--- src/rtl/uart_ctrl_pkg.sv ---
// uart_ctrl_pkg: shared constants for the UART APB controller.
//   - register offsets (word index from PADDR[3:2])
//   - STATUS bit positions
//   - FSM state encoding
//   - default baud divisor
package uart_ctrl_pkg;

  localparam logic [1:0] REG_DATA   = 2'd0;  // 0x0
  localparam logic [1:0] REG_STATUS = 2'd1;  // 0x4
  localparam logic [1:0] REG_BAUD   = 2'd2;  // 0x8
  localparam logic [1:0] REG_IER    = 2'd3;  // 0xC

  localparam int STAT_TX_FULL    = 0;
  localparam int STAT_RX_EMPTY   = 1;
  localparam int STAT_TX_TIMEOUT = 2;

  typedef enum logic [1:0] {
    ST_IDLE    = 2'd0,
    ST_DECODE  = 2'd1,
    ST_WAIT_TX = 2'd2,
    ST_RESP    = 2'd3
  } state_e;

  localparam logic [10:0] BAUD_RESET_DEFAULT = 11'd650;

endpackage

--- src/rtl/uart_ctrl_regs.sv ---
// uart_ctrl_regs: BAUD divisor, TX-timeout sticky flag, IER and read mux.
// Optional feature macro: UART_CTRL_IRQ_EN (adds IER storage and irq_o).
// Ports:
//   clk_i, reset_ni      clock, synchronous active-low reset
//   we_i, sel_i, wdata_i register write strobe, register select, write data
//   timeout_set_i        sets the sticky TX-timeout flag (wins over clear)
//   tx_full_i, rx_empty_i live FIFO flags for STATUS / irq
//   rdata_o              combinational read data for sel_i
//   wr_err_o             write to sel_i with wdata_i would be rejected
//   baud_o               baud divisor
//   irq_o                registered interrupt (macro only)
module uart_ctrl_regs
  import uart_ctrl_pkg::*;
#(
  parameter logic [10:0] BAUD_RESET = BAUD_RESET_DEFAULT
) (
  input  logic        clk_i,
  input  logic        reset_ni,
  input  logic        we_i,
  input  logic [1:0]  sel_i,
  input  logic [10:0] wdata_i,
  input  logic        timeout_set_i,
  input  logic        tx_full_i,
  input  logic        rx_empty_i,
  output logic [31:0] rdata_o,
  output logic        wr_err_o,
  output logic [10:0] baud_o
`ifdef UART_CTRL_IRQ_EN
  ,
  output logic        irq_o
`endif
);

  logic [10:0] baud_q;
  logic        sticky_q;

  // A zero divisor would stall the baud generator, so it is refused.
  assign wr_err_o = (sel_i == REG_BAUD) && (wdata_i == 11'd0);
  assign baud_o   = baud_q;

  always_ff @(posedge clk_i) begin
    if (!reset_ni) begin
      baud_q   <= BAUD_RESET;
      sticky_q <= 1'b0;
    end else begin
      if (we_i && (sel_i == REG_BAUD) && (wdata_i != 11'd0)) begin
        baud_q <= wdata_i;
      end
      if (timeout_set_i) begin
        sticky_q <= 1'b1;
      end else if (we_i && (sel_i == REG_STATUS) && wdata_i[STAT_TX_TIMEOUT]) begin
        sticky_q <= 1'b0;
      end
    end
  end

`ifdef UART_CTRL_IRQ_EN
  logic [1:0] ier_q;
  logic       irq_q;

  always_ff @(posedge clk_i) begin
    if (!reset_ni) begin
      ier_q <= 2'b00;
      irq_q <= 1'b0;
    end else begin
      if (we_i && (sel_i == REG_IER)) begin
        ier_q <= wdata_i[1:0];
      end
      irq_q <= (ier_q[0] & ~rx_empty_i) | (ier_q[1] & ~tx_full_i);
    end
  end

  assign irq_o = irq_q;
`endif

  always_comb begin
    rdata_o = 32'd0;
    case (sel_i)
      REG_STATUS: begin
        rdata_o[STAT_TX_FULL]    = tx_full_i;
        rdata_o[STAT_RX_EMPTY]   = rx_empty_i;
        rdata_o[STAT_TX_TIMEOUT] = sticky_q;
      end
      REG_BAUD: rdata_o = {21'd0, baud_q};
`ifdef UART_CTRL_IRQ_EN
      REG_IER:  rdata_o = {30'd0, ier_q};
`endif
      default:  rdata_o = 32'd0;
    endcase
  end

endmodule

--- src/rtl/uart_apb_ctrl.sv ---
// uart_apb_ctrl: APB3 slave that sets the UART baud divisor, pushes bytes
// into the TX FIFO (bounded stall while full) and pops the RX FIFO on
// DATA reads.
// Optional feature macro: UART_CTRL_IRQ_EN (adds the irq output and IER).
// Ports:
//   clk, reset                 clock, synchronous active-low reset
//   PSEL..PWDATA               APB request
//   PRDATA, PREADY, PSLVERR    APB response, all registered
//   baud_final_value           divisor to the baud generator
//   tx_fifo_dataIn/writeEn     TX FIFO push (one-cycle pulse)
//   tx_fifo_Full               TX FIFO full
//   rx_fifo_readEn             RX FIFO pop (one-cycle pulse)
//   rx_fifo_Empty/dataOut      RX FIFO status and head byte
//   irq                        interrupt (macro only)
//
// state   | meaning
// IDLE    | waiting for an APB setup phase
// DECODE  | first access cycle, performs the access or starts a TX stall
// WAIT_TX | TX FIFO full, counting wait states toward timeout
// RESP    | PREADY high for one cycle, strobe pulse coincident
module uart_apb_ctrl
  import uart_ctrl_pkg::*;
#(
  parameter int          ADDR_W     = 12,
  parameter logic [10:0] BAUD_RESET = BAUD_RESET_DEFAULT,
  parameter int          TX_TIMEOUT = 1024
) (
  input  logic              clk,
  input  logic              reset,
  input  logic              PSEL,
  input  logic              PENABLE,
  input  logic              PWRITE,
  input  logic [ADDR_W-1:0] PADDR,
  input  logic [31:0]       PWDATA,
  output logic [31:0]       PRDATA,
  output logic              PREADY,
  output logic              PSLVERR,
  output logic [10:0]       baud_final_value,
  output logic [7:0]        tx_fifo_dataIn,
  output logic              tx_fifo_writeEn,
  input  logic              tx_fifo_Full,
  output logic              rx_fifo_readEn,
  input  logic              rx_fifo_Empty,
  input  logic [7:0]        rx_fifo_dataOut
`ifdef UART_CTRL_IRQ_EN
  ,
  output logic              irq
`endif
);

  localparam int CNT_W = (TX_TIMEOUT > 2) ? $clog2(TX_TIMEOUT) : 1;
  localparam logic [CNT_W-1:0] CNT_LAST = CNT_W'(TX_TIMEOUT - 1);

  state_e            state_q;
  logic [ADDR_W-3:0] addr_q;   // PADDR[ADDR_W-1:2]
  logic              write_q;
  logic [10:0]       wdata_q;  // no register uses more than 11 bits
  logic [CNT_W-1:0]  cnt_q;
  logic [31:0]       prdata_q;
  logic              pready_q;
  logic              pslverr_q;
  logic              tx_we_q;
  logic              rx_re_q;
  logic [7:0]        tx_data_q;

  logic        addr_ok;
  logic [1:0]  reg_sel;
  logic        reg_we;
  logic        reg_err;
  logic [31:0] reg_rdata;
  logic        timeout_hit;
  logic        unused_bits;

  assign unused_bits = ^{PADDR[1:0], PWDATA[31:11]};
  assign reg_sel     = addr_q[1:0];

  if (ADDR_W > 4) begin : g_hi_addr
    assign addr_ok = (addr_q[ADDR_W-3:2] == '0);
  end else begin : g_no_hi_addr
    assign addr_ok = 1'b1;
  end

  // Register side effects happen on the DECODE edge only, and never for an
  // aborted transfer or an out-of-range address.
  assign reg_we = (state_q == ST_DECODE) && PSEL && addr_ok && write_q &&
                  (reg_sel != REG_DATA);

  assign timeout_hit = (state_q == ST_WAIT_TX) && PSEL && tx_fifo_Full &&
                       (cnt_q == CNT_LAST);

  uart_ctrl_regs #(
    .BAUD_RESET(BAUD_RESET)
  ) u_regs (
    .clk_i         (clk),
    .reset_ni      (reset),
    .we_i          (reg_we),
    .sel_i         (reg_sel),
    .wdata_i       (wdata_q),
    .timeout_set_i (timeout_hit),
    .tx_full_i     (tx_fifo_Full),
    .rx_empty_i    (rx_fifo_Empty),
    .rdata_o       (reg_rdata),
    .wr_err_o      (reg_err),
    .baud_o        (baud_final_value)
`ifdef UART_CTRL_IRQ_EN
    ,
    .irq_o         (irq)
`endif
  );

  always_ff @(posedge clk) begin
    if (!reset) begin
      state_q   <= ST_IDLE;
      addr_q    <= '0;
      write_q   <= 1'b0;
      wdata_q   <= '0;
      cnt_q     <= '0;
      prdata_q  <= '0;
      pready_q  <= 1'b0;
      pslverr_q <= 1'b0;
      tx_we_q   <= 1'b0;
      rx_re_q   <= 1'b0;
      tx_data_q <= '0;
    end else begin
      tx_we_q <= 1'b0;
      rx_re_q <= 1'b0;
      case (state_q)
        ST_IDLE: begin
          pready_q  <= 1'b0;
          pslverr_q <= 1'b0;
          if (PSEL && !PENABLE) begin
            addr_q  <= PADDR[ADDR_W-1:2];
            write_q <= PWRITE;
            wdata_q <= PWDATA[10:0];
            state_q <= ST_DECODE;
          end
        end

        ST_DECODE: begin
          cnt_q <= '0;
          if (!PSEL) begin
            state_q <= ST_IDLE;
          end else if (!addr_ok) begin
            prdata_q  <= '0;
            pslverr_q <= 1'b1;
            pready_q  <= 1'b1;
            state_q   <= ST_RESP;
          end else if (reg_sel == REG_DATA) begin
            if (write_q) begin
              if (tx_fifo_Full) begin
                state_q <= ST_WAIT_TX;
              end else begin
                tx_data_q <= wdata_q[7:0];
                tx_we_q   <= 1'b1;
                prdata_q  <= '0;
                pready_q  <= 1'b1;
                state_q   <= ST_RESP;
              end
            end else begin
              prdata_q  <= rx_fifo_Empty ? 32'd0 : {24'd0, rx_fifo_dataOut};
              rx_re_q   <= !rx_fifo_Empty;
              pslverr_q <= rx_fifo_Empty;
              pready_q  <= 1'b1;
              state_q   <= ST_RESP;
            end
          end else begin
            prdata_q  <= write_q ? 32'd0 : reg_rdata;
            pslverr_q <= write_q && reg_err;
            pready_q  <= 1'b1;
            state_q   <= ST_RESP;
          end
        end

        ST_WAIT_TX: begin
          if (!PSEL) begin
            state_q <= ST_IDLE;
          end else if (!tx_fifo_Full) begin
            tx_data_q <= wdata_q[7:0];
            tx_we_q   <= 1'b1;
            prdata_q  <= '0;
            pready_q  <= 1'b1;
            state_q   <= ST_RESP;
          end else if (cnt_q == CNT_LAST) begin
            prdata_q  <= '0;
            pslverr_q <= 1'b1;
            pready_q  <= 1'b1;
            state_q   <= ST_RESP;
          end else begin
            cnt_q <= cnt_q + 1'b1;
          end
        end

        ST_RESP: begin
          pready_q  <= 1'b0;
          pslverr_q <= 1'b0;
          state_q   <= ST_IDLE;
        end

        default: state_q <= ST_IDLE;
      endcase
    end
  end

  assign PRDATA          = prdata_q;
  assign PREADY          = pready_q;
  assign PSLVERR         = pslverr_q;
  assign tx_fifo_writeEn = tx_we_q;
  assign rx_fifo_readEn  = rx_re_q;
  assign tx_fifo_dataIn  = tx_data_q;

endmodule

--- config.mk ---
export PLATFORM = sky130hd
export DESIGN_NAME = uart_apb_ctrl
export DESIGN_NICKNAME = d
export VERILOG_FILES = /design/src/rtl/uart_ctrl_pkg.sv /design/src/rtl/uart_ctrl_regs.sv /design/src/rtl/uart_apb_ctrl.sv
export SDC_FILE = /design/constraint.sdc
export NUM_CORES = 1
export LEC_CHECK = 0
export BUFFER_PORTS_ARGS = -buffer_cell sky130_fd_sc_hd__clkbuf_2
export CAP_MARGIN = 25
export CORE_MARGIN = 2
export CORE_UTILIZATION = 35
export CTS_CLUSTER_SIZE = 20
export DETAILED_ROUTE_END_ITERATION = 16
export MAX_ROUTING_LAYER = met4
export PLACE_DENSITY_LB_ADDON = 0.08
export SLEW_MARGIN = 15
export SYNTH_ARGS = -nofsm -noshare
export SYNTH_HDL_FRONTEND = slang
export SYNTH_SLANG_ARGS = --single-unit
--- constraint.sdc ---
create_clock -name clk -period 6.6 [get_ports clk]
set_clock_uncertainty 0.15 [all_clocks]
set_input_delay 1.32 -clock clk [delete_from_list [all_inputs] [get_ports clk]]
set_output_delay 1.32 -clock clk [all_outputs]
set_load 0.05 [all_outputs]
; ---- Word-level counts from Yosys, hierarchy flattened
; Cells that the tools add are included.
[word_totals]
regBits = 90
in_bits = 59
out_inout_bits = 55
word_cells = 130
[classes]
add_sub_neg = 1
n_eq_ne = 19
muxes = 59
bitwise_logic = 5
reduce_logical = 33
[ops]
columns = cell, n
row1 = $mux W32, 9
row2 = $mux W8, 8
row3 = $pmux W32 S2, 1
row4 = $mux W10, 3
row5 = $mux W1, 23
row6 = $pmux W10 S2, 1
row7 = $mux W2, 8
row8 = $pmux W8 S2, 1
row9 = $logic_and A1 B1 Y1, 14
row10 = $ne A2 B2 Y1 const B, 7
row11 = $logic_not A11 Y1, 1
row12 = $reduce_bool A11 Y1, 1
row13 = $add A10 B1 Y10 const B, 1
row14 = $eq A10 B10 Y1 const B, 1
row15 = $reduce_and A5 Y1, 2
row16 = $logic_not A8 Y1, 1
row17 = $pmux W2 S4, 1
row18 = $reduce_and A4 Y1, 2
row19 = $eq A2 B2 Y1 const B, 3
row20 = $pmux W1 S3, 2
row21 = $pmux W3 S2, 1
row22 = $reduce_and A6 Y1, 1
row23 = $reduce_bool A2 Y1, 3
row24 = $reduce_or A6 Y1, 1
row25 = 12 further kinds, 21

; ---- Longest topological paths before layout
; Gate-level depths: netlist (run 1).
[logic_depth]
word_depth = 9
depth_mapped = 10
ltp_nobuf = 7

; ---- Modules after synthesis
; A second synthesis (run 1) with hierarchy kept.
[hier_totals]
hier_cells = 448
area_unflattened_um2 = 4124.0
[modules_own_cells]
columns = module, instances, cells_each, area_per_inst_um2, seq_area_each_um2
row1 = uart_apb_ctrl, 1, 351, 3259.4, 1561.5
row2 = uart_ctrl_regs, 1, 97, 864.6, 240.2

; ---- Least setup slack after synthesis (run 1)
; Ideal clock, no wire load.
[synth_path]
path_type = input to register
start = in PSEL
end = reg prdata_q[0], in the netlist PRDATA[0]
setup_ps = 124
t_arrival_ps = 2331
t_required_ps = 6326
setup_slack_ps = 3996
stages = 6
n_path_buf = 2
cell_sequence = clkbuf_1 -> o21ai_0 -> a311o_1 -> buf_2 -> nand3_1 -> o31ai_1
[synth_between]
elab_chain_len = 2
word_cells_on_any_way = 3
cone_classes = eq/ne: 2 / reduce/logical: 1
[synth_lines]
columns = item, line
row1 = start: declaration, uart_apb_ctrl.sv:30  ; input logic PSEL,
row2 = $ne A2 B2 Y1 (no source line), n/a
row3 = $reduce_and A5 Y1 (no source line) *, n/a
row4 = end signal: assignment, uart_apb_ctrl.sv:160  ; prdata_q <= rx_fifo_Empty ? 32'd0 : {24'd0, rx_fifo_dataOut};
row5 = end signal: assignment, uart_apb_ctrl.sv:167  ; prdata_q <= write_q ? 32'd0 : reg_rdata;
row6 = end: declaration, uart_apb_ctrl.sv:59  ; logic [31:0] prdata_q;
; Every way passes the cells marked *; elsewhere a longest branch is shown, timed or not.
; A chain may end at the register's enable or synchronous reset.

; ---- Worst setup path after layout (run 1)
[layout_path]
start = in PSEL
end = reg prdata_q[10], in the netlist PRDATA[10]
; Same word-level chain as after synthesis.

==> impl_metrics.xml, run 1 <==
<?xml version="1.0" encoding="UTF-8"?>
<metrics>
  <group name="clocking">
    <metric name="clock-root-buffer" unit="">sky130_fd_sc_hd__clkbuf_8</metric>
    <metric name="cts.repair.resized" unit="">0</metric>
    <metric name="cts_setup_buffers" unit="">0</metric>
    <metric name="cts.sinks" unit="">69</metric>
    <metric name="tritoncts_clock_tree" unit="">built</metric>
    <metric name="cts-buffers-inserted" unit="">9</metric>
    <metric name="cts-htree-levels" unit="">3</metric>
    <metric name="number_of_buffers_on_the_longest_clock_path" unit="">2</metric>
    <metric name="clk_pin_slew" unit="ns">0.08</metric>
    <metric name="cts.hold.buffers_added" unit="">0</metric>
    <metric name="clk_lat_worst_skew" unit="ns">0.35</metric>
  </group>
  <group name="synth">
    <metric name="yosysWarnings" unit="">0</metric>
    <metric name="synth.lib_cells_used.distinct" unit="">43</metric>
    <metric name="syn-instance-count" unit="">394</metric>
    <metric name="synth_area" unit="sq um">3180</metric>
    <metric name="share_of_the_yosys_chip_area_belonging_to_registers" unit="%">43.5</metric>
    <metric name="postSynthRegisterBits" unit="">69</metric>
    <metric name="avgSynthCellArea" unit="sq um">8.06</metric>
  </group>
  <group name="drt">
    <metric name="detail_route.vias_per_cell" unit="">4.99</metric>
    <metric name="via_count" unit="">2824</metric>
    <metric name="drc" unit="">0</metric>
    <metric name="wl_per_cell" unit="um">14.1</metric>
    <metric name="finalWirelength" unit="um">7990</metric>
    <metric name="drt_first_pass_iters" unit="">4</metric>
    <metric name="final_antenna_net_count" unit="">0</metric>
    <metric name="drt_iter0_markers" unit="">143</metric>
  </group>
  <group name="layout">
    <metric name="final_layout_size_suffix_gt1_share" unit="%">20.7</metric>
    <metric name="seqCellArea" unit="sq um">1380</metric>
    <metric name="insertedDiodeCount" unit="">0</metric>
    <metric name="mostFrequentLayoutCell" unit="">sky130_fd_sc_hd__nand2_1</metric>
    <metric name="finalNetCount" unit="">519</metric>
    <metric name="syn_to_final_growth" unit="%">18.2</metric>
    <metric name="multiInputGateArea" unit="sq um">1590</metric>
    <metric name="instances_no_fill" unit="">566</metric>
    <metric name="number_of_inserted_filler_cells_in_the_final_layout" unit="">951</metric>
    <metric name="layout.cells.most_common_list" unit="">sky130_fd_sc_hd__nand2_1 (70), sky130_fd_sc_hd__dfxtp_1 (69), sky130_fd_sc_hd__clkbuf_2 (69)</metric>
    <metric name="post-route-cell-area" unit="sq um">3750</metric>
  </group>
  <group name="global_route">
    <metric name="number_of_antenna_violations_at_the_first_check_in_global_routing" unit="">0</metric>
    <metric name="grt_start_max_net_pins" unit="">53</metric>
    <metric name="overflow" unit="">0</metric>
    <metric name="grt_use_total" unit="%">17.4</metric>
    <metric name="vias_in_the_first_global_route" unit="">2598</metric>
    <metric name="global_route_wire_length_before_repair" unit="um">13300</metric>
  </group>
  <group name="floorplanning">
    <metric name="die-width" unit="um">99.3</metric>
    <metric name="dieHeight" unit="um">99.3</metric>
    <metric name="ioPinCount" unit="">114</metric>
    <metric name="start_util" unit="%">36.2</metric>
    <metric name="floorplan.core_area" unit="sq um">8760</metric>
    <metric name="fp-row-count" unit="">34</metric>
    <metric name="dieArea" unit="sq um">9850</metric>
  </group>
  <group name="worst_setup_path">
    <metric name="critical_path_class" unit="">in -&gt; reg</metric>
    <metric name="setup.worst_path.start_class" unit="">input port</metric>
    <metric name="rrSetupSlack" unit="ns">4.09</metric>
    <metric name="critPathRequiredTime" unit="ns">6.64</metric>
    <metric name="reg2regPathDepth" unit="">4</metric>
    <metric name="cp_max_fo" unit="">23</metric>
    <metric name="endpoint_kind" unit="">flop</metric>
    <metric name="worstPathArrival" unit="ns">2.63</metric>
  </group>
  <group name="timing">
    <metric name="final_hold_viol_count" unit="">0</metric>
    <metric name="post-route-period-util" unit="%">39.2</metric>
    <metric name="peak_clock_frequency_supported_by_timing" unit="MHz">387</metric>
    <metric name="slew-limit-headroom" unit="%">31.3</metric>
    <metric name="timing_worst_slew_pin_value" unit="ns">1.02</metric>
    <metric name="final-setup-viol-count" unit="">0</metric>
    <metric name="fin_tns_setup" unit="ns">0</metric>
    <metric name="finalWorstSetupSlack" unit="ns">4.01</metric>
    <metric name="drv_slew" unit="">0</metric>
    <metric name="rsz0062_at_grt" unit="">false</metric>
    <metric name="finalWorstPathRequiredPeriod" unit="ns">2.59</metric>
  </group>
  <group name="outcome">
    <metric name="status" unit="">finished clean</metric>
  </group>
  <group name="power_and_ir_drop">
    <metric name="power.ir.vdd_worst" unit="mV">0.135</metric>
    <metric name="power_density" unit="nW/um^2">292</metric>
    <metric name="static-leakage-power" unit="nW">1.50</metric>
  </group>
  <group name="placed_design">
    <metric name="detailed_place_hpwl" unit="um">5900</metric>
    <metric name="final_replace_weighted_congestion" unit="">0.857</metric>
    <metric name="dp_slack" unit="ns">3.45</metric>
    <metric name="dpl-instance-area" unit="sq um">3500</metric>
    <metric name="post-place-cells" unit="">549</metric>
    <metric name="port_buffers" unit="">69</metric>
  </group>
  <group name="hold_path">
    <metric name="timing.hold.worst.class" unit="">reg -&gt; reg</metric>
    <metric name="min_path_cells" unit="">2</metric>
  </group>
  <group name="flow_run">
    <metric name="maxCapViolCount" unit="">0</metric>
  </group>
</metrics>
area by class of cell:
type | instances | share of cell area, %
multi-input cells | 293 | 42.3
repair buffers | 73 | 10.4
inverters | 7 | 0.700
well taps | 108 | 3.60
clock inverters | 6 | 2.50
flip-flops and latches | 69 | 36.8
clock buffers | 10 | 3.67
sequential cells by signal, summed over array words and instances (netlist names), 2 cells and up:
name	count
PRDATA	11
cnt_q	10
addr_q	10
state_q	2
u_regs.baud_o	11
tx_fifo_dataIn	8
wdata_q	11
critical path, cell delays in order:
cell and delay [ns]:
sky130_fd_sc_hd__clkbuf_2 0.20, sky130_fd_sc_hd__o21ai_0 0.25, sky130_fd_sc_hd__a311o_1 0.66, sky130_fd_sc_hd__o21ai_0 0.19
per-stage QoR:
| stage | hold WS, ns | total power, mW | utilization [%] |
|---|---|---|---|
| floorplan | 0.296 | 0.663 | - |
| global placement | 0.306 | 0.705 | 39.8 |
| detailed placement | 0.309 | 0.708 | 39.9 |
| CTS | 0.319 | 1.11 | 42.6 |
| global route | 0.343 | 1.16 | 42.8 |
| finish | 0.317 | 1.10 | 42.8 |
where the power goes:
part	total [mW]	internal [mW]	switching, mW	leakage (nW)
registers	0.456	0.439	0.0170	0.559
clock network	0.397	0.226	0.170	0.113
logic	0.244	0.0648	0.179	0.828
total	1.10	0.730	0.366	1.50
Yosys cell counts:
cell type	n	area, sq um
sky130_fd_sc_hd__nand2_1	70	263
sky130_fd_sc_hd__o21ai_0	20	100
sky130_fd_sc_hd__dfxtp_1	69	1380
sky130_fd_sc_hd__o311a_1	1	10.0
sky130_fd_sc_hd__a311o_1	1	10.0
sky130_fd_sc_hd__buf_1	3	11.3
sky130_fd_sc_hd__clkbuf_1	19	71.3
sky130_fd_sc_hd__buf_4	21	158
sky130_fd_sc_hd__o22ai_1	1	6.26
sky130_fd_sc_hd__nand3_1	38	190
sky130_fd_sc_hd__nor3_1	6	30.0
sky130_fd_sc_hd__nand2b_1	6	37.5
sky130_fd_sc_hd__nand4_1	4	25.0
sky130_fd_sc_hd__or3_1	3	18.8
sky130_fd_sc_hd__o22a_1	1	8.76
sky130_fd_sc_hd__nor4_2	2	25.0
sky130_fd_sc_hd__and4_1	2	17.5
sky130_fd_sc_hd__nor4b_1	2	17.5
sky130_fd_sc_hd__mux2i_1	5	50.1
sky130_fd_sc_hd__a21oi_1	34	170
sky130_fd_sc_hd__and3_1	4	25.0
sky130_fd_sc_hd__buf_6	1	11.3
sky130_fd_sc_hd__nor4_1	6	37.5
sky130_fd_sc_hd__a31oi_1	1	6.26
sky130_fd_sc_hd__conb_1	1	3.75
sky130_fd_sc_hd__and2_1	1	6.26
sky130_fd_sc_hd__a31o_2	2	17.5
sky130_fd_sc_hd__nand4_2	1	12.5
sky130_fd_sc_hd__a211o_1	1	8.76
sky130_fd_sc_hd__inv_1	7	26.3
sky130_fd_sc_hd__a21o_1	1	7.51
sky130_fd_sc_hd__a22oi_1	9	67.6
sky130_fd_sc_hd__buf_2	1	5.00
sky130_fd_sc_hd__nor3_2	1	10.0
sky130_fd_sc_hd__ha_1	7	87.6
sky130_fd_sc_hd__o31ai_1	9	67.6
sky130_fd_sc_hd__xnor2_1	6	52.6
sky130_fd_sc_hd__o211ai_1	1	7.51
sky130_fd_sc_hd__a22o_1	1	8.76
sky130_fd_sc_hd__or4_1	1	7.51
sky130_fd_sc_hd__nor2b_1	2	12.5
sky130_fd_sc_hd__nor2_1	21	78.8
sky130_fd_sc_hd__or2_0	1	6.26
cells by family (layout without fill, tap and decap cells):
family                   Yosys count  count (layout)  share of synthesized area (%)
AO/OA/AOI/OAI                     83              83                           15.6
adder cells (fa/ha/maj)            7               7                           2.76
buffers and inverters             52              96                           8.90
flip-flops                        69              69                           43.5
XOR/XNOR                           6               6                           1.65
AND/OR/NAND/NOR                  171             171                           25.8
other                              1              21                          0.118
multiplexers                       5               5                           1.58
path summary, 6_finish.rpt:
path | start | to
setup reg to reg | addr_q[9]$_SDFFE_PN0P_ | PRDATA[10]$_SDFFE_PN0P_
hold reg to reg | addr_q[4]$_SDFFE_PN0P_ | addr_q[4]$_SDFFE_PN0P_
hold / removal | addr_q[4]$_SDFFE_PN0P_ | addr_q[4]$_SDFFE_PN0P_
setup / recovery | PSEL | PRDATA[10]$_SDFFE_PN0P_
per-layer routing:
metal	vias to the layer above	share of wire [%]	GRT usage (%)
li1	1457	-	-
met1	1279	49	24.1
met2	82	45	24.4
met3	6	5.0	5.20
met4	0	0.91	4.95
met5	-	0	-
Power figures use the tool's default switching activity.
==> inputs of run 2 (changes only) <==
clock period = 2.6 ns   (was 6.6 ns; I/O delays follow)
==> impl_metrics.xml, run 2 (synthesis results as in run 1) <==
<?xml version="1.0" encoding="UTF-8"?>
<metrics>
  <group name="outcome">
    <metric name="status" unit="">finished clean</metric>
  </group>
  <group name="worst_setup_path">
    <metric name="cp_max_fo" unit="">14</metric>
    <metric name="cpMaxStageDelayCell" unit="">sky130_fd_sc_hd__or3_1</metric>
    <metric name="critical_path.top_delay_family" unit="">simple AND/OR/NAND/NOR gates</metric>
    <metric name="critical_path.max_stage_delay" unit="ns">0.57</metric>
    <metric name="reg2regPathDepth" unit="">6</metric>
    <metric name="worst-path-buf-inv" unit="">1</metric>
    <metric name="worstPathArrival" unit="ns">2.27</metric>
    <metric name="critPathRequiredTime" unit="ns">2.69</metric>
    <metric name="critical_path_class" unit="">reg -&gt; reg</metric>
    <metric name="endpoint_kind" unit="">flop</metric>
    <metric name="crit_chain" unit="">inv_1 &gt; ha_1 &gt; nor2b_1 &gt; nand2_1 &gt; or3_1 &gt; a31o_2</metric>
    <metric name="setup.worst_path.start_class" unit="">flop</metric>
    <metric name="logic_depth_of_the_worst_setup_path_including_buffers" unit="">6</metric>
  </group>
  <group name="global_route">
    <metric name="overflow" unit="">0</metric>
    <metric name="grt_start_max_net_pins" unit="">24</metric>
    <metric name="grt_use_total" unit="%">17.1</metric>
    <metric name="number_of_antenna_violations_at_the_first_check_in_global_routing" unit="">0</metric>
    <metric name="global_route_wire_length_before_repair" unit="um">13200</metric>
    <metric name="vias_in_the_first_global_route" unit="">2687</metric>
  </group>
  <group name="floorplanning">
    <metric name="ioPinCount" unit="">114</metric>
    <metric name="floorplan.core_area" unit="sq um">8760</metric>
    <metric name="fp-row-count" unit="">34</metric>
    <metric name="dieHeight" unit="um">99.3</metric>
    <metric name="start_util" unit="%">36.2</metric>
    <metric name="dieArea" unit="sq um">9850</metric>
    <metric name="die-width" unit="um">99.3</metric>
  </group>
  <group name="timing">
    <metric name="fin_tns_setup" unit="ns">0</metric>
    <metric name="timing_worst_slew_pin_value" unit="ns">0.651</metric>
    <metric name="finalWorstPathRequiredPeriod" unit="ns">2.18</metric>
    <metric name="slew-limit-headroom" unit="%">56.2</metric>
    <metric name="hold_ws" unit="ns">0.241</metric>
    <metric name="finalWorstSetupSlack" unit="ns">0.420</metric>
    <metric name="peak_clock_frequency_supported_by_timing" unit="MHz">459</metric>
    <metric name="rsz0062_at_grt" unit="">false</metric>
    <metric name="final-setup-viol-count" unit="">0</metric>
    <metric name="drv_slew" unit="">0</metric>
    <metric name="final_hold_viol_count" unit="">0</metric>
    <metric name="post-route-period-util" unit="%">83.9</metric>
  </group>
  <group name="power_and_ir_drop">
    <metric name="power.ir.vdd_worst" unit="mV">0.231</metric>
    <metric name="power_density" unit="nW/um^2">717</metric>
    <metric name="design_power_total" unit="mW">2.69</metric>
    <metric name="static-leakage-power" unit="nW">1.51</metric>
  </group>
  <group name="hold_path">
    <metric name="timing.hold.worst.class" unit="">in -&gt; reg</metric>
    <metric name="min_path_cells" unit="">3</metric>
  </group>
  <group name="drt">
    <metric name="final_antenna_net_count" unit="">0</metric>
    <metric name="drt_first_pass_iters" unit="">4</metric>
    <metric name="detail_route.vias_per_cell" unit="">5.00</metric>
    <metric name="finalWirelength" unit="um">7910</metric>
    <metric name="drc" unit="">0</metric>
    <metric name="via_count" unit="">2854</metric>
    <metric name="drt_iter0_markers" unit="">152</metric>
    <metric name="wl_per_cell" unit="um">13.8</metric>
  </group>
  <group name="layout">
    <metric name="final_core_util" unit="%">42.8</metric>
    <metric name="layout.cells.most_common_list" unit="">sky130_fd_sc_hd__nand2_1 (70), sky130_fd_sc_hd__dfxtp_1 (69), sky130_fd_sc_hd__clkbuf_2 (69)</metric>
    <metric name="insertedDiodeCount" unit="">0</metric>
    <metric name="syn_to_final_growth" unit="%">18.0</metric>
    <metric name="post-route-cell-area" unit="sq um">3750</metric>
    <metric name="finalNetCount" unit="">524</metric>
    <metric name="mostFrequentLayoutCell" unit="">sky130_fd_sc_hd__nand2_1</metric>
    <metric name="final_layout_size_suffix_gt1_share" unit="%">21.6</metric>
    <metric name="instances_no_fill" unit="">571</metric>
  </group>
  <group name="clocking">
    <metric name="clk_pin_slew" unit="ns">0.08</metric>
    <metric name="cts.repair.resized" unit="">0</metric>
    <metric name="clock-root-buffer" unit="">sky130_fd_sc_hd__clkbuf_8</metric>
    <metric name="cts.hold.buffers_added" unit="">0</metric>
    <metric name="number_of_buffers_on_the_longest_clock_path" unit="">2</metric>
    <metric name="cts.sinks" unit="">69</metric>
    <metric name="cts-buffers-inserted" unit="">9</metric>
    <metric name="clk_lat_worst_skew" unit="ns">0.34</metric>
    <metric name="tritoncts_clock_tree" unit="">built</metric>
    <metric name="cts_setup_buffers" unit="">0</metric>
    <metric name="cts-htree-levels" unit="">3</metric>
  </group>
  <group name="placed_design">
    <metric name="dpl-instance-area" unit="sq um">3540</metric>
    <metric name="post-place-cells" unit="">555</metric>
    <metric name="dp_slack" unit="ns">0.441</metric>
    <metric name="detailed_place_hpwl" unit="um">5930</metric>
    <metric name="final_replace_weighted_congestion" unit="">0.847</metric>
    <metric name="port_buffers" unit="">69</metric>
  </group>
  <group name="flow_run">
    <metric name="maxCapViolCount" unit="">0</metric>
  </group>
</metrics>
==> run 2: cell types whose count changed in the layout (fill, tap and decap cells not counted), sizes merged <==
cell	previous run	this run
buf	4	9
clkinv	1	2
bufinv	2	1
==> run 2: path summary, 6_finish.rpt <==
path / startpoint / to / slack (ns)
min reg2reg: PRDATA[3]$_SDFFE_PN0P_ / PRDATA[3]$_SDFFE_PN0P_ / 0.32
max reg2reg: addr_q[0]$_SDFFE_PN0P_ / u_regs.baud_o[0]$_SDFFE_PN0P_ / 0.42
max: addr_q[0]$_SDFFE_PN0P_ / u_regs.baud_o[0]$_SDFFE_PN0P_ / 0.42
min: PADDR[7] / addr_q[5]$_SDFFE_PN0P_ / 0.24
==> run 2: worst register-to-register path, stage by stage (launching register included) <==
cell and delay [ns]:
sky130_fd_sc_hd__dfxtp_1 0.36, sky130_fd_sc_hd__inv_1 0.07, sky130_fd_sc_hd__ha_1 0.32, sky130_fd_sc_hd__nor2b_1 0.19, sky130_fd_sc_hd__nand2_1 0.12, sky130_fd_sc_hd__or3_1 0.57
sky130_fd_sc_hd__a31o_2 0.31
==> run 2: report_power, final <==
group	switching, mW	internal (mW)
sequential	0.0428	1.11
combinational	0.456	0.180
clock	0.420	0.476
total	0.919	1.77
==> run 2: final cells by class <==
type,count,area (sq um)
Tap cell,108,135
Clock inverter,6,68.8
Sequential cell,69,1380
Inverter,7,26.3
Fill cell,944,5010
Clock buffer,10,138
Timing Repair Buffer,78,413
Multi-Input combinational cell,293,1590
==> run 2: layer usage <==
layer / up-vias / share of wire, % / global-route usage [%]
met5: - / 0 / -
li1: 1463 / - / -
met1: 1320 / 50 / 23.0
met3: 6 / 4.5 / 3.09
met4: 0 / 0.99 / 6.85
met2: 65 / 44 / 25.5
